===== src/rtl/music_pkg.sv =====
// music_pkg: shared note/duration widths, scheduler queue entry and scheduler FSM states.
// Contents:
//   NOTE_W, DUR_W   widths of the note index and the duration in beats
//   sched_entry_t   queued entry {is_barrier, note, duration}
//   sched_state_t   IDLE / DISPATCH / BARRIER_WAIT
package music_pkg;

    localparam int NOTE_W = 6;
    localparam int DUR_W  = 6;

    typedef struct packed {
        logic              is_barrier;
        logic [NOTE_W-1:0] note;
        logic [DUR_W-1:0]  duration;
    } sched_entry_t;

    typedef enum logic [1:0] {
        IDLE,
        DISPATCH,
        BARRIER_WAIT
    } sched_state_t;

endpackage


===== src/rtl/sched_fifo.sv =====
// sched_fifo: synchronous FIFO of entry_t that accepts up to two pushes per cycle.
// Ports:
//   i_clk, i_reset           clock; synchronous active-low reset (empties the FIFO)
//   i_push_a, i_data_a       first entry pushed this cycle
//   i_push_b, i_data_b       second entry, written behind entry a (only valid with i_push_a)
//   i_pop                    discard the head entry
//   o_head                   entry at the head
//   o_full, o_empty, o_count occupancy
// The caller guarantees that pushes never exceed the free space (counting this cycle's pop).
module sched_fifo
    import music_pkg::*;
#(
    parameter int  DEPTH   = 4,
    parameter type entry_t = sched_entry_t
) (
    input  logic                   i_clk,
    input  logic                   i_reset,
    input  logic                   i_push_a,
    input  entry_t                 i_data_a,
    input  logic                   i_push_b,
    input  entry_t                 i_data_b,
    input  logic                   i_pop,
    output entry_t                 o_head,
    output logic                   o_full,
    output logic                   o_empty,
    output logic [$clog2(DEPTH):0] o_count
);

    localparam int AW = $clog2(DEPTH);

    entry_t        r_mem [DEPTH];
    logic [AW-1:0] r_wp;
    logic [AW-1:0] r_rp;
    logic [AW:0]   r_count;
    logic [AW-1:0] w_wp_b;

    assign w_wp_b  = r_wp + AW'(i_push_a);
    assign o_head  = r_mem[r_rp];
    assign o_count = r_count;
    assign o_full  = r_count == (AW+1)'(DEPTH);
    assign o_empty = r_count == '0;

    always_ff @(posedge i_clk) begin
        if (i_push_a) r_mem[r_wp] <= i_data_a;
        if (i_push_b) r_mem[w_wp_b] <= i_data_b;
    end

    always_ff @(posedge i_clk) begin
        if (!i_reset) begin
            r_wp    <= '0;
            r_rp    <= '0;
            r_count <= '0;
        end else begin
            r_wp    <= r_wp + AW'(i_push_a) + AW'(i_push_b);
            r_rp    <= r_rp + AW'(i_pop);
            r_count <= r_count + (AW+1)'(i_push_a) + (AW+1)'(i_push_b) - (AW+1)'(i_pop);
        end
    end

endmodule


===== src/rtl/voice_scheduler.sv =====
// voice_scheduler: queues notes/barriers from the song reader and loads them round-robin onto free voices.
// Ports:
//   i_clk, i_reset                   clock; synchronous active-low reset
//   i_play_enable                    dispatch (and any pop) allowed when high
//   i_new_note, i_note, i_duration   push a note entry
//   i_advance                        push a barrier entry (behind a same-cycle note)
//   i_voice_done                     per-voice completion pulse, clears busy
//   o_note_ready                     FIFO not full
//   o_voice_load, o_voice_note,
//   o_voice_duration                 registered one-cycle load pulse with its note/duration
//   o_voice_busy                     registered occupancy flags
//   o_all_idle                       nothing queued and no voice occupied
//   o_overflow                       sticky: an entry was dropped
// Build option VOICE_SCHED_STATS_EN adds o_dispatch_count (wrapping) and o_drop_count (saturating).
module voice_scheduler
    import music_pkg::*;
#(
    parameter int NUM_VOICES = 3,
    parameter int FIFO_DEPTH = 4
) (
    input  logic                  i_clk,
    input  logic                  i_reset,
    input  logic                  i_play_enable,
    input  logic                  i_new_note,
    input  logic [NOTE_W-1:0]     i_note,
    input  logic [DUR_W-1:0]      i_duration,
    input  logic                  i_advance,
    input  logic [NUM_VOICES-1:0] i_voice_done,
    output logic                  o_note_ready,
    output logic [NUM_VOICES-1:0] o_voice_load,
    output logic [NOTE_W-1:0]     o_voice_note,
    output logic [DUR_W-1:0]      o_voice_duration,
    output logic [NUM_VOICES-1:0] o_voice_busy,
    output logic                  o_all_idle,
    output logic                  o_overflow
`ifdef VOICE_SCHED_STATS_EN
    ,
    output logic [15:0]           o_dispatch_count,
    output logic [7:0]            o_drop_count
`endif
);

    localparam int VW = NUM_VOICES > 1 ? $clog2(NUM_VOICES) : 1;
    localparam int CW = $clog2(FIFO_DEPTH) + 1;

    // First free voice at or after rr, wrapping; returns {found, index}.
    function automatic logic [VW:0] pick_voice(input logic [NUM_VOICES-1:0] occ, input logic [VW-1:0] rr);
        logic [VW:0] sel;
        int          j;
        sel = '0;
        for (int k = NUM_VOICES - 1; k >= 0; k--) begin
            j = int'(rr) + k;
            if (j >= NUM_VOICES) j = j - NUM_VOICES;
            if (!occ[j]) sel = {1'b1, VW'(j)};
        end
        return sel;
    endfunction

    sched_state_t          r_state;
    logic [VW-1:0]         r_rr;
    logic [NUM_VOICES-1:0] r_voice_load;
    logic [NUM_VOICES-1:0] r_busy;
    logic [NOTE_W-1:0]     r_voice_note;
    logic [DUR_W-1:0]      r_voice_duration;
    logic                  r_overflow;

    sched_entry_t          w_head;
    sched_entry_t          w_in_note;
    sched_entry_t          w_in_bar;
    sched_entry_t          w_disp;
    sched_state_t          w_next;
    logic                  w_full;
    logic                  w_empty;
    logic [CW-1:0]         w_count;
    logic [CW-1:0]         w_free;
    logic [CW-1:0]         w_cnt_next;
    logic [NUM_VOICES-1:0] w_occ;
    logic [VW:0]           w_pick;
    logic [VW-1:0]         w_sel;
    logic                  w_bypass;
    logic                  w_can;
    logic                  w_pop_bar;
    logic                  w_pop_note;
    logic                  w_pop;
    logic                  w_dispatch;
    logic                  w_push_note;
    logic                  w_push_bar;
    logic                  w_push_a;
    logic                  w_push_b;
    logic [1:0]            w_drops;

    // A voice whose load pulse is on the outputs has no busy flag yet, so it counts as occupied.
    always_comb begin
        w_occ      = r_busy | r_voice_load;
        w_pick     = pick_voice(w_occ, r_rr);
        w_sel      = w_pick[VW-1:0];
        w_in_note  = {1'b0, i_note, i_duration};
        w_in_bar   = {1'b1, {NOTE_W{1'b0}}, {DUR_W{1'b0}}};
        // An arriving note with nothing queued goes straight to a voice, skipping the FIFO.
        w_bypass   = r_state == IDLE && w_empty && i_new_note && i_play_enable && w_pick[VW];
        w_can      = i_play_enable && !w_empty &&
                     (r_state == DISPATCH || (r_state == BARRIER_WAIT && w_occ == '0));
        w_pop_bar  = w_can && w_head.is_barrier;
        w_pop_note = w_can && !w_head.is_barrier && w_pick[VW];
        w_pop      = w_pop_bar || w_pop_note;
        w_dispatch = w_bypass || w_pop_note;
        w_disp     = w_bypass ? w_in_note : w_head;
        // A same-cycle pop frees its slot for this cycle's pushes.
        w_free      = CW'(FIFO_DEPTH) - w_count + CW'(w_pop);
        w_push_note = i_new_note && !w_bypass && w_free != '0;
        w_push_bar  = i_advance && (w_push_note ? w_free >= CW'(2) : w_free != '0);
        w_push_a    = w_push_note || w_push_bar;
        w_push_b    = w_push_note && w_push_bar;
        w_drops     = 2'(i_new_note && !w_bypass && !w_push_note) + 2'(i_advance && !w_push_bar);
        w_cnt_next  = w_count + CW'(w_push_a) + CW'(w_push_b) - CW'(w_pop);
        w_next      = w_pop_bar ? BARRIER_WAIT :
                      (r_state == BARRIER_WAIT && w_occ != '0) ? BARRIER_WAIT :
                      (w_cnt_next == '0) ? IDLE : DISPATCH;
    end

    sched_fifo #(
        .DEPTH   (FIFO_DEPTH),
        .entry_t (sched_entry_t)
    ) u_fifo (
        .i_clk    (i_clk),
        .i_reset  (i_reset),
        .i_push_a (w_push_a),
        .i_data_a (w_push_note ? w_in_note : w_in_bar),
        .i_push_b (w_push_b),
        .i_data_b (w_in_bar),
        .i_pop    (w_pop),
        .o_head   (w_head),
        .o_full   (w_full),
        .o_empty  (w_empty),
        .o_count  (w_count)
    );

`ifdef VOICE_SCHED_STATS_EN
    logic [15:0] r_dispatch_count;
    logic [7:0]  r_drop_count;
    logic [8:0]  w_drop_sum;

    assign w_drop_sum       = {1'b0, r_drop_count} + 9'(w_drops);
    assign o_dispatch_count = r_dispatch_count;
    assign o_drop_count     = r_drop_count;

    always_ff @(posedge i_clk) begin
        if (!i_reset) begin
            r_dispatch_count <= '0;
            r_drop_count     <= '0;
        end else begin
            r_dispatch_count <= r_dispatch_count + 16'(w_dispatch);
            r_drop_count     <= w_drop_sum[8] ? 8'hFF : w_drop_sum[7:0];
        end
    end
`endif

    always_ff @(posedge i_clk) begin
        if (!i_reset) begin
            r_state          <= IDLE;
            r_rr             <= '0;
            r_voice_load     <= '0;
            r_busy           <= '0;
            r_voice_note     <= '0;
            r_voice_duration <= '0;
            r_overflow       <= 1'b0;
        end else begin
            r_state          <= w_next;
            r_busy           <= (r_busy | r_voice_load) & ~i_voice_done;
            r_voice_load     <= w_dispatch ? NUM_VOICES'(1'b1) << w_sel : '0;
            r_voice_note     <= w_dispatch ? w_disp.note : '0;
            r_voice_duration <= w_dispatch ? w_disp.duration : '0;
            if (w_dispatch) r_rr <= (w_sel == VW'(NUM_VOICES - 1)) ? '0 : w_sel + 1'b1;
            if (w_drops != '0) r_overflow <= 1'b1;
        end
    end

    assign o_note_ready     = !w_full;
    assign o_voice_load     = r_voice_load;
    assign o_voice_note     = r_voice_note;
    assign o_voice_duration = r_voice_duration;
    assign o_voice_busy     = r_busy;
    assign o_all_idle       = w_empty && w_occ == '0;
    assign o_overflow       = r_overflow;

endmodule


===== config.mk =====
export PLATFORM = sky130hd
export DESIGN_NAME = voice_scheduler
export DESIGN_NICKNAME = d
export VERILOG_FILES = /design/src/rtl/music_pkg.sv /design/src/rtl/sched_fifo.sv /design/src/rtl/voice_scheduler.sv
export SDC_FILE = /design/constraint.sdc
export NUM_CORES = 1
export LEC_CHECK = 0
export ABC_AREA = 1
export CAP_MARGIN = 10
export CORE_ASPECT_RATIO = 1.2
export CORE_MARGIN = 3
export CORE_UTILIZATION = 61
export DETAILED_ROUTE_END_ITERATION = 10
export GPL_TIMING_DRIVEN = 0
export HOLD_SLACK_MARGIN = 0.1
export PLACE_DENSITY = 0.87
export SLEW_MARGIN = 30
export SYNTH_ARGS = -nofsm -noshare
export SYNTH_HDL_FRONTEND = slang
export SYNTH_SLANG_ARGS = --single-unit

===== constraint.sdc =====
create_clock -name i_clk -period 10.8 [get_ports i_clk]
set_input_delay 2.16 -clock i_clk [delete_from_list [all_inputs] [get_ports i_clk]]
set_output_delay 2.16 -clock i_clk [all_outputs]
set_load 0.01 [all_outputs]

==> reports/qor.txt, run 1 <==
========================================================================================
Run status                                                                  complete, no violations
Final cell count without fillers                                                     746
Number of max-cap violations                                                           0
Via count of the first global-routing pass                                          3972
Number of antenna violations at the first check in global routing                      0
Critical path required time                                                     11.06 ns
Number of nets in the synthesized netlist                                            635
Max VDD drop                                                                  0.000186 V
Number of placed instances with taps included                                        730
Gp weighted congestion                                                             0.923
Post-route worst setup slack                                                     5.19 ns
Total length of routed wires                                                     11.7 mm
CTS sink count                                                                        82
Buffers from clock root to sink, at most                                               2
Remaining antenna violation count after routing                                        0
Core utilization of the finished layout                                            74.1%
Critical Path Max Stage Delay                                                    0.48 ns
Vias per cell                                                                       5.66
Number of instances in the synthesized netlist                                       605
Total of cells resized after clock tree synthesis                                      0
Area of the die                                                             0.00775 sq mm
HP Class                                                                    flop to flop
DRC violation total after the first TritonRoute iteration                            387
CP endpoint kind                                                                    flop
Avg Inst Size Synth                                                           6.78 sq um
Number of buffers inserted for hold repair after clock tree synthesis                  0
Max transition margin                                                              46.2%
Number of cell instances on the worst register-to-register path                       25
Fillers                                                                              550
Startpoint kind of the worst setup timing path                                input port
Leakage                                                                          2.48 nW
# Post-CTS Setup Buffers                                                               0
Final routed DRC violation total                                                       0
Via count of the routed design                                                      4222
YS warnings                                                                            0
Total number of nets in the final design                                             686
Cell area after technology mapping                                          0.00410 sq mm
IO Port Bufs                                                                          40
Launch instance of the worst min-delay path                                 u_fifo.r_mem[3][12]$_SDFFE_PP1P_
Row count                                                                             32
Setup-failing EPs final                                                                0
Core area                                                                   0.00649 sq mm
Sink of the worst hold path                                                 u_fifo.r_mem[3][12]$_SDFFE_PP1P_
Number of distinct library cells after synthesis                                      34
Clk root buf                                                                    clkbuf_8
Total congestion overflow                                                              0
Pin count of the biggest net entering global routing                                  16
# H-tree levels                                                                        3
Worst reg2reg path startpoint                                               r_rr[0]$_SDFFE_PN0N_
Worst Setup Slack post-DPL                                                       4.90 ns
Worst-skew pair later-pin latency                                                0.37 ns
Setup TNS Final                                                                     0 ns
Library cell contributing the largest single delay on the critical path     clkdlybuf4s50_1
CTS buffer count                                                                       9
Vertical die dimension                                                      95.8 microns
Effective utilization at floorplan                                                 63.2%
Number of search-and-repair iterations in the first detailed-routing pass              6
Chip Width                                                                  80.8 microns
Total track usage                                                                  31.4%
Max-slew violation total from the final report                                         0
Count of final hold-check violations                                                   0
Worst reg-to-reg setup slack                                                     6.19 ns
Library cell occupying the most area in the post-synthesis netlist               dfxtp_1
Layout overhead on the synthesized area                                            17.2%
Clock tree from TritonCTS                                                            yes
I/O pin count                                                                         41
Wire length of the first global-routing pass                                     18.3 mm
Worst r2r dst                                                               r_state[0]$_SDFF_PP0_
Classification of the worst setup path                                      input port to flop
Fraction of post-synthesis cell area in the top cell type by area                  40.0%
Estimated wirelength of the detail-placed design                                 8.12 mm
Worst clock skew                                                               0.0115 ns
Largest delay contributor family on the critical path                        adder cells
Measured slew at the worst slew-check pin                                       0.804 ns
Final clock period utilization by the worst path                                   51.9%
Min Tclk post-route                                                              5.61 ns
Tightest hold margin                                                            0.471 ns
Cell occurring most often along the worst timing path                              inv_1
Worst Hold Path Cells                                                                  2
Antenna diodes                                                                         0
Critical path arrival                                                            5.86 ns
Mean routed wirelength per cell                                             15.7 microns
CP bufs+invs                                                                           8
Fmax                                                                           0.178 GHz
Share of synthesized area occupied by flip-flops and latches                       40.0%
Flops & latches, synth                                                                82
Layout cells sized above 1                                                         6.81%
CP Cell Sequence                                                            clkdlybuf4s50_1, nand4_1, inv_1, nand4_1, nand2_1, inv_1, ha_1, inv_1, ha_1, xor2_1, nor2_1, inv_1, nor2_1, inv_1, nand4_1, ha_1, inv_1, fa_1, fa_1, nand2_1, inv_1, o311a_1
Power per Cell Area                                                          332 mW/mm^2
Unrepaired setup endpoints after global routing                                    false
Highest net fanout along the worst path                                                3
Largest cells by area after synthesis                                       dfxtp_1, nand2_1, nor2_1
Register clock-pin slew on the reported worst setup and hold paths               0.08 ns
========================================================================================
## cell type report
class | instances | area [sq um] | area share [%]
tap | 85 | 106 | 2.21
sequential | 82 | 1640 | 34.1
multi-input combinational | 424 | 2030 | 42.2
inverter | 73 | 274 | 5.70
buffer | 26 | 158 | 3.28
clock inverter | 7 | 76.3 | 1.59
clock buffer | 9 | 124 | 2.58
timing repair buffer | 40 | 400 | 8.33
## per-stage QoR
stage               instance area [sq um]  power, W
floorplan                            4100   0.00113
global placement                     4610   0.00131
detailed placement                   4610   0.00135
CTS                                  4810   0.00158
global route                         4810   0.00173
finish                               4810   0.00160
## registers in the layout, indices dropped and copies added (netlist names)
name,flops
o_voice_note,6
u_fifo.r_mem,52
o_overflow,1
o_voice_load,3
o_voice_busy,3
u_fifo.r_wp,2
r_state,2
o_voice_duration,6
u_fifo.o_count,3
u_fifo.r_rp,2
r_rr,2
## power by group
group,total (W),internal [W],switching [W]
registers,0.000499,0.000438,0.0000611
clock network,0.000227,0.000108,0.000119
logic,0.000871,0.000322,0.000549
total,0.00160,0.000868,0.000729
## worst max-delay path by stage
stage                                 end     startpoint  slack (ns)  depth (start not counted)
floorplan           r_state[0]$_SDFF_PP0_  i_play_enable        5.69                         21
global placement    r_state[0]$_SDFF_PP0_  i_play_enable        4.95                         22
detailed placement  r_state[0]$_SDFF_PP0_  i_play_enable        4.90                         22
CTS                 r_state[0]$_SDFF_PP0_  i_play_enable        5.20                         22
global route        r_state[0]$_SDFF_PP0_  i_play_enable        4.93                         22
finish              r_state[0]$_SDFF_PP0_  i_play_enable        5.19                         22
## placed cells by master, fill, tap and decap left out, types with 2 or more instances in the layout
cell type        instances
nand2_2                  4
xor2_1                   4
clkinv_1                 2
inv_2                    3
o211ai_1                 3
o22ai_1                  3
buf_2                    3
a21oi_1                 53
o21ai_0                 32
nand2_1                139
ha_1                     8
fa_1                     2
buf_6                    5
xnor2_1                  2
clkinvlp_4               2
nor2_1                 108
inv_1                   68
or2_2                    2
inv_6                    2
nor3_1                   3
nand2_4                  2
clkbuf_1                12
buf_4                    5
nand4_1                  4
nand3_1                 46
clkdlybuf4s50_1         40
dfxtp_1                 82
clkbuf_8                 9
## layer usage
layer,track usage [%],routed length [microns],vias up
met4,23.5,667,0
met2,52.5,5660,249
met3,7.30,1110,75
met1,34.4,4310,1884
met5,0,0,-
li1,-,-,2014
## tightest hold or removal path, stage by stage (launching register included)
cell and delay [ns]:
dfxtp_1 0.34, nand2_1 0.05, nand3_1 0.05
## synth_stat cells
cell       number
o21bai_1        1
o21ai_0        32
nor2_1        108
or2_2           2
nand2_2         4
inv_1          68
buf_6           5
nand3_1        46
a2bb2oi_4       1
clkbuf_1       12
dfxtp_1        82
nand2_4         2
clkinv_1        2
a21oi_4         1
nor3_1          3
nand4_1         4
buf_4           5
buf_2           3
o22ai_1         3
nor3b_1         1
a21oi_2         1
nand2_1       139
nand3_2         1
ha_1            8
o311a_1         1
nand3b_1        1
nor3_4          1
inv_2           3
a21oi_1        53
xor2_1          4
xnor2_1         2
fa_1            2
buf_1           1
o211ai_1        3
## cells by family after synthesis
family	after synthesis	share of synthesized area, %
buffers and inverters	99	10.5
adder cells (fa/ha/maj)	10	3.42
XOR/XNOR	6	1.28
AND/OR/NAND/NOR	312	31.7
AO/OA/AOI/OAI	96	13.1
flip-flops	82	40.0
(Power assumes the default switching activity.)
==> run 2, diff against run 1 <==
CORE_UTILIZATION = 51   (was 61)
PLACE_DENSITY = 0.77   (was 0.87)
clock period = 4.6 ns   (was 10.8 ns; I/O delays follow)
==> reports/qor.txt, run 2 (synthesis gave the netlist of run 1 again) <==
========================================================================================
Cell occurring most often along the worst timing path                              inv_1
Sw frac                                                                            44.4%
Leading cell type in the layout, fill and taps excluded                          nand2_1
Worst r2r dst                                                               r_state[0]$_SDFF_PP0_
Mean routed wirelength per cell                                             15.1 microns
Final clock period utilization by the worst path                                   93.3%
Fmax                                                                           0.233 GHz
Count of final hold-check violations                                                   0
Number of cell instances on the worst register-to-register path                       22
Int Power                                                                      0.00214 W
Startpoint kind of the worst setup timing path                                      flop
Area of all placed cells without fillers                                    0.00488 sq mm
Number of search-and-repair iterations in the first detailed-routing pass              5
Total number of nets in the final design                                             687
Measured slew at the worst slew-check pin                                       0.680 ns
Post-route worst setup slack                                                    0.307 ns
Worst clock skew                                                               0.0149 ns
Clk root buf                                                                    clkbuf_8
Pin count of the biggest net entering global routing                                  15
IO Port Bufs                                                                          40
Register clock-pin slew on the reported worst setup and hold paths               0.10 ns
Flip-flop count of the largest register after layout                                  52
Total power                                                                    0.00385 W
Worst reg2reg path startpoint                                               u_fifo.r_rp[0]$_SDFF_PN0_
Net switching power                                                            0.00171 W
Number of buffers inserted for hold repair after clock tree synthesis                  0
CP Cell Sequence                                                            clkbuf_1, inv_1, o21ai_0, nand4_1, nand2_2, inv_1, ha_1, inv_1, ha_1, xor2_1, nor2_1, inv_2, nor2_1, inv_1, nand4_1, ha_1, inv_1, fa_1, fa_1, xor2_1, nor2_1, o311a_1
Library cell contributing the largest single delay on the critical path             fa_1
Chip Width                                                                  87.9 microns
Largest delay contributor family on the critical path                        adder cells
Worst reg-to-reg setup slack                                                     0.31 ns
Wire length of the first global-routing pass                                     18.5 mm
Comb pwr share                                                                     53.8%
Highest net fanout along the worst path                                                9
Critical path arrival                                                            4.55 ns
Number of antenna violations at the first check in global routing                      0
Fillers                                                                              685
Vertical die dimension                                                       104 microns
Worst Hold Path Cells                                                                  2
Total congestion overflow                                                              0
I/O pin count                                                                         41
Sink of the worst hold path                                                 u_fifo.r_mem[1][12]$_SDFFE_PP1P_
Register name with the most flops                                           u_fifo.r_mem
CTS buffer count                                                                       9
Max VDD drop                                                                  0.000295 V
Worst Setup Slack post-DPL                                                    -0.0751 ns
Setup-failing EPs final                                                                0
Final cell count without fillers                                                     754
CP bufs+invs                                                                           7
Max-slew violation total from the final report                                         0
Share of power burned in registers                                                 30.3%
Number of placed instances with taps included                                        737
Power per Cell Area                                                          789 mW/mm^2
HP Class                                                                    flop to flop
Clock network fraction of design power                                             15.9%
Area of the die                                                             0.00916 sq mm
Leakage                                                                          2.51 nW
Launch instance of the worst min-delay path                                 u_fifo.r_mem[1][12]$_SDFFE_PP1P_
Top library cells by usage in the layout, fill and taps aside               nand2_1, nor2_1, dfxtp_1
CP startpoint                                                               u_fifo.r_rp[0]$_SDFF_PN0_
Via count of the routed design                                                      4022
Min Tclk post-route                                                              4.29 ns
Antenna diodes                                                                         0
CP endpoint kind                                                                    flop
Max transition margin                                                              54.5%
Clock tree from TritonCTS                                                            yes
Number of max-cap violations                                                           0
Via count of the first global-routing pass                                          3837
CTS sink count                                                                        82
Critical path required time                                                      4.86 ns
Total track usage                                                                  25.7%
Layout overhead on the synthesized area                                            19.1%
Vias per cell                                                                       5.33
Worst-skew pair later-pin latency                                                0.36 ns
Placed inst area                                                            0.00462 sq mm
Classification of the worst setup path                                      flop to flop
Final routed DRC violation total                                                       0
Gp weighted congestion                                                             0.965
Core area                                                                   0.00775 sq mm
Run status                                                                  complete, no violations
Total length of routed wires                                                     11.4 mm
Layout cells sized above 1                                                         7.85%
DRC violation total after the first TritonRoute iteration                            348
Critical Path Max Stage Delay                                                    0.40 ns
# H-tree levels                                                                        3
Row count                                                                             35
Remaining antenna violation count after routing                                        0
Effective utilization at floorplan                                                 52.9%
Buffers from clock root to sink, at most                                               2
Unrepaired setup endpoints after global routing                                    false
Estimated wirelength of the detail-placed design                                 8.49 mm
========================================================================================
==> run 2: cell types whose count changed in the layout (fill, tap and decap cells not counted), sizes merged <==
cell / change
buf: +1
bufinv: +1
clkbuf: +2
clkinv: -1
clkinvlp: -1
inv: -1
==> run 2: worst max-delay path by stage <==
stage / endpoint / cells after the start
2_1_floorplan: r_state[0]$_SDFF_PP0_ / 25
3_3_place_gp: r_state[0]$_SDFF_PP0_ / 22
3_5_place_dp: r_state[0]$_SDFF_PP0_ / 22
4_1_cts: r_state[0]$_SDFF_PP0_ / 25
5_1_grt: r_state[0]$_SDFF_PP0_ / 26
6_report: r_state[0]$_SDFF_PP0_ / 22
==> run 2: layout make-up <==
| type | count | area, sq um | share of cell area (%) |
|---|---|---|---|
| well taps | 92 | 115 | 2.36 |
| clock inverters | 5 | 85.1 | 1.74 |
| plain buffers | 26 | 158 | 3.23 |
| flip-flops and latches | 82 | 1640 | 33.6 |
| clock buffers | 11 | 151 | 3.10 |
| repair buffers | 41 | 408 | 8.35 |
| inverters | 73 | 274 | 5.61 |
| multi-input cells | 424 | 2050 | 42.0 |
==> run 2: per-stage QoR <==
step	utilization, %	hold WS, ns	TNS, ns
floorplan	-	0.421	0
global placement	59.5	0.434	-0.0122
detailed placement	59.5	0.447	-0.0751
CTS	62.6	0.466	0
global route	63.0	0.494	0
finish	63.0	0.470	0
==> run 2: what timing repair did <==
action | in CTS | in global routing
endpoints found under the setup margin | 0 | 45
gates resized for setup | 0 | 7
buffers inserted | 0 | 1
==> run 2: worst min-delay path, delay by kind of cell (launching register included) <==
family | cells | cell delay, ns
flip-flops | 1 | 0.34
AND/OR/NAND/NOR | 2 | 0.10
==> run 2: power groups by stage <==
stage / combinational, W / clock (W) / sequential (W)
CTS: 0.00201 / 0.000615 / 0.00116
detailed placement: 0.00200 / 0 / 0.00118
global placement: 0.00193 / 0 / 0.00117
global route: 0.00233 / 0.000646 / 0.00120
finish: 0.00207 / 0.000614 / 0.00117
floorplan: 0.00150 / 0 / 0.00115
==> run 2: routing by layer <==
layer	up-vias	part of all wire, %	track usage, %
met5	-	0	0
met4	0	3.9	11.3
met3	38	5.7	4.68
met2	160	48	43.7
met1	1813	42	30.8
li1	2011	-	-
